===== src/rtl/regfile_write_arbiter.sv =====
// Write-port arbiter for the register file: buffers MEM and ALU writeback results
// in program order and retires one queued write per cycle.
module regfile_write_arbiter #(
  parameter int DEPTH  = 4,
  parameter int ADDR_W = 4,
  parameter int DATA_W = 16
) (
  input  logic                       clk,
  input  logic                       rst,
  input  logic                       mem_valid,
  input  logic [ADDR_W-1:0]          mem_reg,
  input  logic [DATA_W-1:0]          mem_data,
  output logic                       mem_ready,
  input  logic                       alu_valid,
  input  logic [ADDR_W-1:0]          alu_reg,
  input  logic [DATA_W-1:0]          alu_data,
  output logic                       alu_ready,
  output logic                       WriteReg,
  output logic [ADDR_W-1:0]          DstReg,
  output logic [DATA_W-1:0]          DstData,
  output logic [(2**ADDR_W)-1:0]     Pending,
  output logic [$clog2(DEPTH+1)-1:0] Count
);

  localparam int PTR_W = $clog2(DEPTH);
  localparam int CNT_W = $clog2(DEPTH+1);

  logic [ADDR_W-1:0] reg_q  [DEPTH];
  logic [DATA_W-1:0] data_q [DEPTH];
  logic [PTR_W-1:0]  rd_ptr_q, rd_ptr_d;
  logic [PTR_W-1:0]  wr_ptr_q, wr_ptr_d;
  logic [CNT_W-1:0]  count_q, count_d;

  logic [CNT_W-1:0]  free;
  logic              enq_mem, enq_alu, deq;
  logic [PTR_W-1:0]  wr_alu_idx;

  // Ready looks only at the registered count, so no same-cycle dequeue credit.
  assign free      = CNT_W'(DEPTH) - count_q;
  assign mem_ready = (free >= CNT_W'(1));
  assign alu_ready = mem_valid ? (free >= CNT_W'(2)) : (free >= CNT_W'(1));

  assign enq_mem    = mem_valid & mem_ready & (mem_reg != '0);
  assign enq_alu    = alu_valid & alu_ready & (alu_reg != '0);
  assign deq        = (count_q != '0);
  assign wr_alu_idx = wr_ptr_q + PTR_W'(enq_mem);

  assign rd_ptr_d = rd_ptr_q + PTR_W'(deq);
  assign wr_ptr_d = wr_ptr_q + PTR_W'(enq_mem) + PTR_W'(enq_alu);
  assign count_d  = count_q + CNT_W'(enq_mem) + CNT_W'(enq_alu) - CNT_W'(deq);

  always_ff @(posedge clk) begin
    if (rst) begin
      rd_ptr_q <= '0;
      wr_ptr_q <= '0;
      count_q  <= '0;
    end else begin
      rd_ptr_q <= rd_ptr_d;
      wr_ptr_q <= wr_ptr_d;
      count_q  <= count_d;
    end
  end

  always_ff @(posedge clk) begin
    if (!rst) begin
      if (enq_mem) begin
        reg_q[wr_ptr_q]  <= mem_reg;
        data_q[wr_ptr_q] <= mem_data;
      end
      if (enq_alu) begin
        reg_q[wr_alu_idx]  <= alu_reg;
        data_q[wr_alu_idx] <= alu_data;
      end
    end
  end

  assign WriteReg = deq;
  assign DstReg   = deq ? reg_q[rd_ptr_q]  : '0;
  assign DstData  = deq ? data_q[rd_ptr_q] : '0;
  assign Count    = count_q;

  // An entry is live when its distance from the head is below the count.
  always_comb begin
    logic [PTR_W-1:0] off;
    Pending = '0;
    off     = '0;
    for (int i = 0; i < DEPTH; i++) begin
      off = PTR_W'(i) - rd_ptr_q;
      if (CNT_W'(off) < count_q) Pending[reg_q[i]] = 1'b1;
    end
  end

endmodule


===== config.mk =====
export PLATFORM = sky130hd
export DESIGN_NAME = regfile_write_arbiter
export DESIGN_NICKNAME = d
export VERILOG_FILES = /design/src/rtl/regfile_write_arbiter.sv
export SDC_FILE = /design/constraint.sdc
export NUM_CORES = 1
export LEC_CHECK = 0
export ABC_AREA = 1
export BUFFER_PORTS_ARGS = -buffer_cell sky130_fd_sc_hd__buf_4
export CORE_MARGIN = 1.5
export CORE_UTILIZATION = 40
export DETAILED_ROUTE_END_ITERATION = 6
export SYNTH_ARGS = -nofsm -noshare
export SYNTH_HDL_FRONTEND = slang
export SYNTH_SLANG_ARGS = --single-unit

===== constraint.sdc =====
create_clock -name clk -period 3.1 [get_ports clk]
set_input_delay 0.465 -clock clk [delete_from_list [all_inputs] [get_ports clk]]
set_output_delay 0.465 -clock clk [all_outputs]
set_load 0.03 [all_outputs]

==> summary.txt, run 1 <==
Timing
  • Post-route setup slack: 0.212 ns
  • RSZ-0062 raised after global routing: no
  • Worst slew pin tran: 0.844 ns
  • Max-slew headroom: 43.7%
  • Max Clock Skew: 0.0106 ns
  • Crit share post-route: 93.2%
  • Min cycle time layout: 2.89 ns
  • Final hold violation count: 0
  • Setup violators final: 0
  • Post-Route Setup TNS: 0 ns
  • Final hold slack: 0.338 ns
  • Fin. max-slew vios: 0
  • Fmax: 346 MHz

Synth
  • Adder-cell share of the synthesized area: 3.17%
  • Commonest cells in the netlist: nand2_1, nand4_1, nand3_1
  • Post-Syn Instances: 760
  • Ranking of synthesized cells by area: edfxtp_1, nand2_1, nand4_1, nand3_1, nor2_1
  • Simple-gate share of the synthesized area: 41.2%
  • Mapped cell area: 6000 um2
  • EDFF count, synth: 80
  • Post-synthesis compound-gate area fraction: 3.52%
  • Top-count cell post-synth: nand2_1
  • XOR/XNOR share of the synthesized area: 0.438%
  • Seq/Total Area, Yosys: 42.4%
  • Yosys top cell by area: edfxtp_1
  • Multiplexer area fraction after synthesis: 0%
  • Async set or reset register ratio after synthesis: 0%
  • Synthesized net count: 818
  • Synth top area share: 40.0%
  • Mapped Avg Cell Area: 7.90 um2
  • Most used DFF post-synth: edfxtp_1
  • Count of state elements after synthesis: 87
  • Synth unique cells: 32
  • Largest family of logic cells by synthesized area: simple AND/OR/NAND/NOR gates
  • Warnings, synthesis: 0

Drt
  • Drt total wl: 19,600 um
  • DRC Markers: 0
  • Drt wl/cell: 19.5 um
  • Avg Vias per Cell: 5.86
  • Post-DRT Antenna Nets: 0
  • Drt pass-1 iters: 6
  • Initial drt markers: 601
  • Vias: 5,887

Placement
  • RD Place Congestion: 0.912
  • Pre-CTS setup slack: 0.149 ns
  • Buffers on Ports: 85
  • DP Wirelength: 12,900 um
  • Placed cell areas: 6630 um2
  • Inst Count DP: 987

GRT
  • Number of global-route vias before repair: 5,581
  • Initial antenna violation count: 0
  • First-pass GRT wire length: 30,500 um
  • Largest net degree at the start of global routing: 82
  • GRT overflow: 0
  • Tot GR Track Use: 24.7%

Final layout
  • Ant diodes: 0
  • Fin cells: 1,005
  • Share of post-route cells with drive strength above 1: 17.3%
  • Design Area, Final: 6980 um2
  • Filler Cell Count: 1,433
  • Final net count: 874
  • Synth-to-layout area growth: 16.3%
  • Final core utilization: 47.9%

Die
  • Initial core utilization: 41.1%
  • Num ports: 86
  • Chip height: 126 um
  • Core outline area: 14,600 um2
  • Die ar.: 15,800 um2
  • Row count: 44
  • Width of the die: 126 um

Clocking
  • Clock tree from TritonCTS: built
  • Clock latency on the worst-skew pair: 0.35 ns
  • CTS Hold Bufs: 0
  • Total CTS buffers: 9
  • Clk buf depth: 2
  • Sinks on Clock Net: 87
  • CTS clk-pin slew, worst paths: 0.06 ns
  • H-tree level count: 3
  • CTS root buf: clkbuf_16

Run
  • Number of max-cap violations: 0

Power
  • Leak: 2.99 nW
  • Maximum vdd drop: 0.481 mV
  • Total power: 6.99 mW
  • PwrDens: 1000 nW/um2

Worst setup path
  • CP arrival: 2.99 ns
  • Reg2Reg Setup Slack: 0.21 ns
  • R2r worst-path depth: 14
  • Maximum fanout along the worst path: 10
  • Worst R2R Start: Count[0]
  • Critical Path Sink: data_q[1][6]
  • Capturing point of the worst reg2reg path: data_q[1][6]
  • Crit path capture type: flip-flop
  • Crit path launch type: flip-flop
  • Crit path launch: Count[0]
  • Critical path class: flip-flop to flip-flop
  • Worst Path Required: 3.20 ns

Hold path
  • Hold Crit Class: input pin to flip-flop
  • Min-delay src: rst

Outcome
  • Outcome: finished clean
-- worst max-delay path, stage by stage (launching register included) --
cell and delay [ns]:
dfxtp_4 0.38, inv_1 0.09, ha_1 0.21, ha_1 0.27, inv_1 0.04, nor2_1 0.17
nand2_2 0.07, and3_2 0.22, ha_1 0.36, inv_1 0.09, nor2_2 0.18, nand4_4 0.21
clkbuf_16 0.25, nand2_1 0.06, nand2_1 0.05
-- logic make-up (layout without fill, tap and decap cells) --
logic type               count (synthesis)  count (layout)
AO/OA/AOI/OAI                           27              27
XOR/XNOR                                 3               3
flip-flops                              87              87
adder cells (fa/ha/maj)                 14              14
buffers and inverters                  100             161
AND/OR/NAND/NOR                        529             529
-- registers in the layout, indices dropped and copies added (netlist names) --
register and cells:
wr_ptr_q 2, reg_q 16, rd_ptr_q 2, Count 3
data_q 64
-- area by class of cell --
type                    instances  area, um2  area share (%)
multi-input cells             573       2960            42.4
flip-flops and latches         87       2550            36.5
repair buffers                102        800            11.5
well taps                     184        230            3.30
clock buffers                  10        229            3.28
inverters                      43        165            2.37
clock inverters                 6       45.0           0.645
-- placed cells by master (no fill, tap or decap), types with 5 or more instances in the layout --
cell	count
nand2_1	222
edfxtp_1	80
nor2_1	74
buf_4	99
nand4_1	112
nand3_1	101
a41oi_1	16
ha_1	12
dfxtp_1	5
o22ai_1	8
clkbuf_16	10
inv_1	37
-- worst min-delay path by stage --
stage / depth (start not counted) / slack (ns) / end
after CTS: 2 / 0.34 / Count[1]
final: 2 / 0.34 / Count[1]
after global placement: 3 / 0.58 / Count[2]
after floorplan: 3 / 0.55 / rd_ptr_q[0]
after detailed placement: 3 / 0.60 / Count[2]
after global routing: 2 / 0.35 / Count[1]
-- metal layers --
layer	share of wire, %	global-route usage [%]	vias up	routed length, um
met5	0	0	-	0
met4	2.9	11.0	0	572
met3	7.3	3.51	39	1440
met2	48	40.4	270	9430
met1	42	32.6	2769	8130
li1	-	-	2809	-
-- power by group --
group          total (mW)  switching [mW]  internal [mW]
logic                4.19            3.00           1.18
clock network        1.04           0.491          0.548
registers            1.76           0.128           1.63
total                6.99            3.62           3.37
-- timing repair --
item,CTS,global route
buffers inserted,0,1
resized for setup,0,10
endpoints found under the setup margin,0,159
No activity file was read; power rests on OpenSTA's default activity.
==> run 2: changes to the inputs <==
clock period = 2.4 ns   (was 3.1 ns; I/O delays follow)
==> run 2 against run 1 <==
Net effect:
- the run now ends with negative setup slack left
- final area is 16% higher
- via count is 6.3% higher
- setup slack worse by 0.26 ns
- non-clock buffer count is 35 higher
- sequential cell count stayed put
- die area stayed put
- global-route usage is 0.69 points higher
- power is 55% higher
- wire length is 7.0% higher
- count of clock-buffer cells in the layout is 1 lower
- maximum frequency is 18% higher
- combinational power is 69% higher
- critical path type unchanged
- highest routed layer unchanged
==> summary.txt, run 2 (synthesis results as in run 1) <==
Outcome
  • Outcome: complete, but fails checks
  • Violated checks: negative setup slack

Die
  • Die ar.: 15,800 um2
  • Chip height: 126 um
  • Width of the die: 126 um
  • Num ports: 86
  • Core outline area: 14,600 um2
  • Initial core utilization: 41.1%
  • Row count: 44

GRT
  • Most Used Layer, Global Route: met2
  • Number of global-route vias before repair: 5,774
  • Met1 GRT Util: 32.9%
  • Met2 global-route usage: 43.3%
  • Initial antenna violation count: 0
  • M3 GR Usage: 4.54%
  • Tot GR Track Use: 25.4%
  • GRT overflow: 0
  • Largest net degree at the start of global routing: 71
  • First-pass GRT wire length: 31,100 um

Worst setup path
  • CP arrival: 2.49 ns
  • Crit path launch type: flip-flop
  • Critical path class: flip-flop to flip-flop
  • Crit path capture type: flip-flop
  • CP most frequent cell: ha_4
  • Slowest CP cell: dfxtp_4
  • Bufs and invs on worst path: 4
  • Cell Chain, Critical Path: inv_6 > ha_4 > ha_4 > inv_4 > nor2_4 > nand2_4 > and3_4 > ha_4 > buf_6 > nor2_4 > nand4_4 > buf_12 > nand2_8
  • Maximum fanout along the worst path: 5
  • Slowest stage delay, CP: 0.37 ns
  • Worst Path Required: 2.45 ns
  • Worst path top cell family by delay: simple AND/OR/NAND/NOR gates

Final layout
  • Commonest non-fill, non-tap cell in the layout: nand2_1
  • Synth-to-layout area growth: 34.5%
  • Final core utilization: 55.3%
  • Most frequent cells in the layout: nand2_1, buf_4, nand4_1, nand3_1, edfxtp_1
  • Final net count: 921
  • Number of flip-flops in the largest register: 64
  • Filler Cell Count: 1,312
  • Largest Register: data_q
  • Ant diodes: 0
  • Share of post-route cells with drive strength above 1: 30.4%

Timing
  • Max-slew headroom: 52.0%
  • Fin. max-slew vios: 0
  • Min cycle time layout: 2.45 ns
  • RSZ-0062 raised after global routing: yes
  • Final hold slack: 0.239 ns
  • Post-Route Setup TNS: -2.67 ns
  • Setup violators final: 97
  • Post-route setup slack: -0.0495 ns
  • Worst slew pin tran: 0.720 ns
  • Crit share post-route: 102%
  • Final hold violation count: 0
  • Fmax: 408 MHz
  • Max Clock Skew: 0.00884 ns

Clocking
  • Sinks on Clock Net: 87
  • CTS root buf: clkbuf_16
  • Clock latency on the worst-skew pair: 0.35 ns
  • Total CTS buffers: 9
  • Clk buf depth: 2
  • CTS clk-pin slew, worst paths: 0.07 ns
  • H-tree level count: 3
  • Clock tree from TritonCTS: built

Power
  • Maximum vdd drop: 0.774 mV
  • P_sw: 5.42 mW
  • PwrDens: 1340 nW/um2
  • Leak: 3.37 nW
  • Sequential power share: 21.2%
  • Sw frac: 50.2%
  • Total power: 10.8 mW
  • Clock power frac: 13.3%
  • Pint: 5.38 mW
  • Logic pwr share: 65.5%

Placement
  • Buffers on Ports: 85
  • RD Place Congestion: 0.939
  • Pre-CTS setup slack: -0.139 ns
  • DP Wirelength: 12,700 um

Drt
  • Post-DRT Antenna Nets: 0
  • Drt wl/cell: 19.9 um
  • Vias: 6,256
  • Initial drt markers: 769
  • Avg Vias per Cell: 5.95
  • Drt pass-1 iters: 6
  • Drt total wl: 20,900 um
  • DRC Markers: 0

Hold path
  • Hold Crit Class: input pin to flip-flop

Run
  • Number of max-cap violations: 0
[run 2: changes by cell type in the layout (fill, tap and decap cells not counted), moves of 4 or more]
| cell | before | now |
|---|---|---|
| buf_12 | 1 | 9 |
| buf_4 | 99 | 113 |
| buf_6 | 1 | 11 |
| buf_8 | 0 | 4 |
| ha_1 | 12 | 5 |
| ha_4 | 0 | 7 |
| inv_1 | 37 | 28 |
| inv_4 | 0 | 7 |
| nand2_1 | 222 | 185 |
| nand2_2 | 3 | 31 |
| nand2_4 | 2 | 10 |
| nand2_8 | 2 | 14 |
| nor2_1 | 74 | 64 |
| nor2_4 | 0 | 12 |
[run 2: metal layers]
layer | part of all wire, % | vias up
met5 | 0 | -
met4 | 2.4 | 0
met3 | 8.1 | 43
met2 | 49 | 315
met1 | 40 | 2969
li1 | - | 2929
[run 2: final timing paths]
path / startpoint / endpoint / slack, ns / depth (start not counted)
max: Count[1] / data_q[0][12] / -0.05 / 13
min: rst / Count[2] / 0.24 / 2
max reg2reg: Count[1] / data_q[0][12] / -0.05 / 13
min reg2reg: Count[2] / Count[2] / 0.71 / 4
[run 2: metrics by stage]
stage / instances / area (um2)
after floorplan: 760 / 6270
after global placement: 1008 / 7030
after detailed placement: 1008 / 7030
after CTS: 1035 / 7630
after global routing: 1052 / 8070
final: 1052 / 8070
[run 2: final cells by class]
type	instances	area (um2)	area share, %
clock buffer	9	225	2.79
clock inverter	7	77.6	0.961
inverter	43	184	2.28
multi-input combinational	585	3580	44.4
sequential	87	2560	31.7
tap	184	230	2.85
timing repair buffer	137	1210	15.0
[run 2: worst reg2reg max path: stages (launching register included)]
cell	delay, ns
dfxtp_4	0.37
inv_6	0.03
ha_4	0.15
ha_4	0.26
inv_4	0.03
nor2_4	0.10
nand2_4	0.06
and3_4	0.17
ha_4	0.25
buf_6	0.12
nor2_4	0.11
nand4_4	0.15
buf_12	0.21
nand2_8	0.12
[run 2: power by group through the flow]
stage	Sequential, mW	Clock [mW]	Combinational (mW)
2_1_floorplan	2.30	0	4.17
3_3_place_gp	2.28	0	5.92
3_5_place_dp	2.29	0	6.00
4_1_cts	2.27	1.44	6.53
5_1_grt	2.32	1.52	7.55
6_report	2.29	1.43	7.08
[run 2: repair_timing]
item,CTS,global route
hold buffers,0,0
pin swaps,9,12
resized for setup,47,66
cloned,6,6
buffers inserted,5,11
setup endpoints to repair,178,178
